## src/rtl/fnd_bcd_converter.sv

```systemverilog
// Sequential double-dabble binary-to-BCD converter feeding the FND scan controller.
// Define FND_BCD_LEADING_BLANK_EN to replace leading zero digits with BLANK_CODE.
module fnd_bcd_converter #(
  parameter int          BIN_WIDTH  = 14,
  parameter logic [3:0]  BLANK_CODE = 4'hF
) (
  input  logic                 clk,
  input  logic                 rst,
  input  logic                 start,
  input  logic [BIN_WIDTH-1:0] bin,
  output logic                 busy,
  output logic                 done,
  output logic [15:0]          bcd,
  output logic                 overflow
);

  localparam int SW = 16 + BIN_WIDTH;
  localparam int CW = $clog2(BIN_WIDTH + 1);

  typedef enum logic [1:0] {
    IDLE,
    CONV,
    DONE
  } state_t;

  state_t          state;
  logic [SW-1:0]   sr;
  logic [SW-1:0]   sr_nxt;
  logic [CW-1:0]   cnt;
  logic            ovf_pending;
  logic [15:0]     adj;
  logic            bin_ovf;

  function automatic logic [3:0] add3(input logic [3:0] n);
    return (n >= 4'd5) ? n + 4'd3 : n;
  endfunction

`ifdef FND_BCD_LEADING_BLANK_EN
  function automatic logic [15:0] fmt(input logic [15:0] v);
    logic [15:0] r;
    logic        lead;
    r    = v;
    lead = 1'b1;
    for (int i = 3; i > 0; i--) begin
      if (lead && v[i*4+:4] == 4'h0)
        r[i*4+:4] = BLANK_CODE;
      else
        lead = 1'b0;
    end
    return r;
  endfunction
`else
  logic unused_blank;
  assign unused_blank = ^BLANK_CODE;

  function automatic logic [15:0] fmt(input logic [15:0] v);
    return v;
  endfunction
`endif

  // Folds to constant 0 when BIN_WIDTH cannot reach 10000.
  assign bin_ovf = 32'(bin) > 32'd9999;

  always_comb begin
    adj = '0;
    for (int d = 0; d < 4; d++)
      adj[d*4+:4] = add3(sr[BIN_WIDTH+d*4+:4]);
    sr_nxt = {adj[14:0], sr[BIN_WIDTH-1:0], 1'b0};
  end

  always_ff @(posedge clk) begin
    if (rst) begin
      state       <= IDLE;
      sr          <= '0;
      cnt         <= '0;
      ovf_pending <= 1'b0;
      busy        <= 1'b0;
      done        <= 1'b0;
      bcd         <= 16'h0000;
      overflow    <= 1'b0;
    end else begin
      unique case (state)
        IDLE: begin
          done <= 1'b0;
          if (start) begin
            sr          <= SW'(bin);
            ovf_pending <= bin_ovf;
            cnt         <= CW'(BIN_WIDTH);
            busy        <= 1'b1;
            state       <= CONV;
          end
        end
        CONV: begin
          sr  <= sr_nxt;
          cnt <= cnt - CW'(1);
          if (cnt == CW'(1)) begin
            busy     <= 1'b0;
            done     <= 1'b1;
            overflow <= ovf_pending;
            bcd      <= ovf_pending ? 16'h9999
                      : fmt(sr_nxt[SW-1:BIN_WIDTH]);
            state    <= DONE;
          end
        end
        DONE: begin
          done  <= 1'b0;
          state <= IDLE;
        end
        default: begin
          busy  <= 1'b0;
          done  <= 1'b0;
          state <= IDLE;
        end
      endcase
    end
  end

endmodule

```

## config.mk

```make
export PLATFORM = sky130hd
export DESIGN_NAME = fnd_bcd_converter
export DESIGN_NICKNAME = d
export VERILOG_FILES = /design/src/rtl/fnd_bcd_converter.sv
export SDC_FILE = /design/constraint.sdc
export NUM_CORES = 1
export LEC_CHECK = 0
export BUFFER_PORTS_ARGS = -buffer_cell sky130_fd_sc_hd__buf_4
export CORE_MARGIN = 4
export CORE_UTILIZATION = 55
export CTS_CLUSTER_DIAMETER = 120
export DETAILED_ROUTE_END_ITERATION = 12
export PLACE_DENSITY = 0.86
export SLEW_MARGIN = 40
export SYNTH_ARGS = -nofsm -noshare
export SYNTH_HDL_FRONTEND = slang
export SYNTH_SLANG_ARGS = --single-unit
```

## constraint.sdc

```tcl
create_clock -name clk -period 3 [get_ports clk]
set_input_delay 0.6 -clock clk [delete_from_list [all_inputs] [get_ports clk]]
set_output_delay 0.6 -clock clk [all_outputs]
set_load 0.01 [all_outputs]
```

==> run summary <==
Max H-tree Level -> 2
maximum fanout along the worst path -> 22
Core Region -> 4140 um2
max-cap violations -> 0
clock sinks -> 56
CP delay by family, top -> simple AND/OR/NAND/NOR gates
Die Ht -> 74.7 um
WP depth -> 5
drc violations -> 0
Hold Crit Class -> reg2reg
Longest Clk Path Bufs -> 2
wire per inst -> 14.5 um
post-CTS setup buffers -> 0
initial antenna violation count -> 0
n_diodes -> 0
clk_lat worst skew -> 300 ps
DR vias/cell -> 5.74
worst vdd ir -> 382 uV
CP endpoint kind -> flop
Detailed Route WL -> 5100 um
Post-DP HPWL -> 3700 um
CP max-delay cell -> or3b_4
Final Max Slew Viols -> 0
total global routing overflow -> 0
worst clock skew -> 4.08 ps
Initial Util -> 59.1%
post-synthesis sequential area ratio -> 45.8%
relative slew slack -> 57.3%
FFs w/ async S/R, synth -> 0%
final hold violations -> 0
Filler Cell Count -> 349
Core Rows -> 23
crit-path max cell delay -> 430 ps
Synth Instances -> 271
Synth Net Count -> 298
Area growth, synth to finish -> 13.9%
Post-layout nets -> 328
Pwr per Cell Area -> 482 nW/um2
critical path class -> reg2reg
post-synth cell types -> 38
Post-Syn Area -> 2450 um2
Top-Level Pins -> 36
largest net degree at the start of global routing -> 33
Final period util -> 61.4%
EDFF count, synth -> 0
Period minus WS final -> 1840 ps
outcome -> finished clean
Cell Chain, Critical Path -> ha_1 > or3b_4 > nor2_8 > nand3_2 > o32ai_1
WP buf/inv -> 0
Static Leak -> 0.00106 uW
crit path DAT -> 2040 ps
CTS buffer count -> 5
hold depth -> 2
post-layout util -> 67.2%
drt first pass iters -> 4
worst slew pin tran -> 639 ps
Startpoint Class -> flop
Avg Cell Area, Syn -> 9.03 um2
CTS tree -> built
RSZ-0062 raised after global routing -> no
Setup Viol. Count Final -> 0
R2R depth -> 5
required time worst endpoint -> 3200 ps
min-delay src -> sr[27]
setup TNS -> 0 ps
Tot GR Track Use -> 19.4%
clk slew on worst S/H paths -> 90 ps
fraction of layout cells with a size suffix above 1 -> 18.2%
Warnings, synthesis -> 0
port bufs -> 35
die area -> 5580 um2
die width -> 74.7 um
flops & latches, synth -> 56
FMAX -> 543 MHz
routability congestion estimate -> 0.766
Top FF cell, synth -> dfxtp_1
post-CTS sizing -> 0
root buffer cell -> clkbuf_8
reg2reg start -> cnt[0]
Final ANT Viol Nets -> 0
first-pass GRT wire length -> 8400 um
CP startpoint -> cnt[0]
post-cts hold buffer count -> 0
vias in the first global route -> 1841
via count -> 2020
drt first-iter violations -> 146
==> path summary, 6_finish.rpt <==
kind,endpoint,slack (ps)
min reg2reg,sr[27],450
max,bcd[9],1160
min,sr[27],450
max reg2reg,bcd[9],1160
==> registers in the layout (all words and copies together) (netlist names) <==
register,flops
sr,30
ovf_pending,1
overflow,1
done,1
busy,1
cnt,4
state,2
bcd,16
==> cell usage after synthesis, types with 3 or more instances <==
master     n  area (um2)
dfxtp_1   56        1120
nand2_1   33         124
a21oi_1   31         155
inv_1     22        82.6
o21ai_0   15        75.1
a22oi_1   14         105
o21ai_1   11        55.1
ha_1      10         125
nor2_1    10        37.5
nor3b_1    8        60.1
o32ai_1    8        70.1
a31oi_1    4        25.0
buf_2      4        20.0
buf_4      4        30.0
mux2_2     4        45.0
nand2b_1   4        25.0
xnor2_1    4        35.0
clkbuf_1   3        11.3
nor3_1     3        15.0
==> power breakdown <==
part           switching [uW]  internal, uW  total, uW
Combinational            84.6          57.4        142
Sequential               20.3           770        790
Clock                     221           189        410
==> cell families (layout without fill, tap and decap cells) <==
kind of cell,Yosys count,after routing,synth area share [%]
compound gates,90,90,22.3
xor+xnor,5,5,1.79
fa+ha+maj,10,10,5.11
buf+inv,35,66,6.80
flops,56,56,45.8
mux,4,4,1.84
simple gates,71,71,16.4
==> worst register-to-register path: cells and delay by family, from the launching register on <==
family,cells,cell delay (ps)
adders and majority gates,1,180
DFF,1,410
AOI/OAI and AO/OA,1,200
and+or+nand+nor,3,970
==> cell type report <==
type,count,area (um2),share of cell area [%]
timing repair buffer,36,270,9.70
multi-input combinational,180,1160,41.6
sequential,56,1120,40.2
tap,50,62.6,2.25
inverter,22,82.6,2.96
clock buffer,8,90.1,3.23
==> routing by layer <==
layer	vias up	wire length (um)	track usage (%)
met2	45	2570	32.1
met1	952	2260	25.9
li1	1018	-	-
met4	0	46	4.74
met3	5	225	4.41
met5	-	0	0
==> stage by stage <==
stage                     instances  setup slack [ps]  hold WS (ps)  instance area (um2)  power, uW
after detailed placement        344              1010           442                 2700        949
after global routing            352              1030           479                 2790       1400
after CTS                       352              1170           462                 2790       1350
final                           352              1160           454                 2790       1340
after floorplan                 271              1550           430                 2450        906
after global placement          344              1040           437                 2700        943
==> placed cells by master (no fill, tap or decap), types with 2 or more instances in the layout <==
cell | Yosys | layout
a21oi_1 | 31 | 31
a22oi_1 | 14 | 14
a31oi_1 | 4 | 4
a32o_1 | 2 | 2
buf_4 | 4 | 36
clkbuf_1 | 3 | 2
clkbuf_8 | 0 | 6
dfxtp_1 | 56 | 56
ha_1 | 10 | 10
inv_1 | 22 | 22
mux2_2 | 4 | 4
nand2_1 | 33 | 33
nand2b_1 | 4 | 4
nand3_1 | 2 | 2
nor2_1 | 10 | 10
nor3_1 | 3 | 3
nor3b_1 | 8 | 8
nor4_1 | 2 | 2
o21ai_0 | 15 | 15
o21ai_1 | 11 | 11
o32ai_1 | 8 | 8
xnor2_1 | 4 | 4
Note: power is estimated with default switching activity, not from simulation.
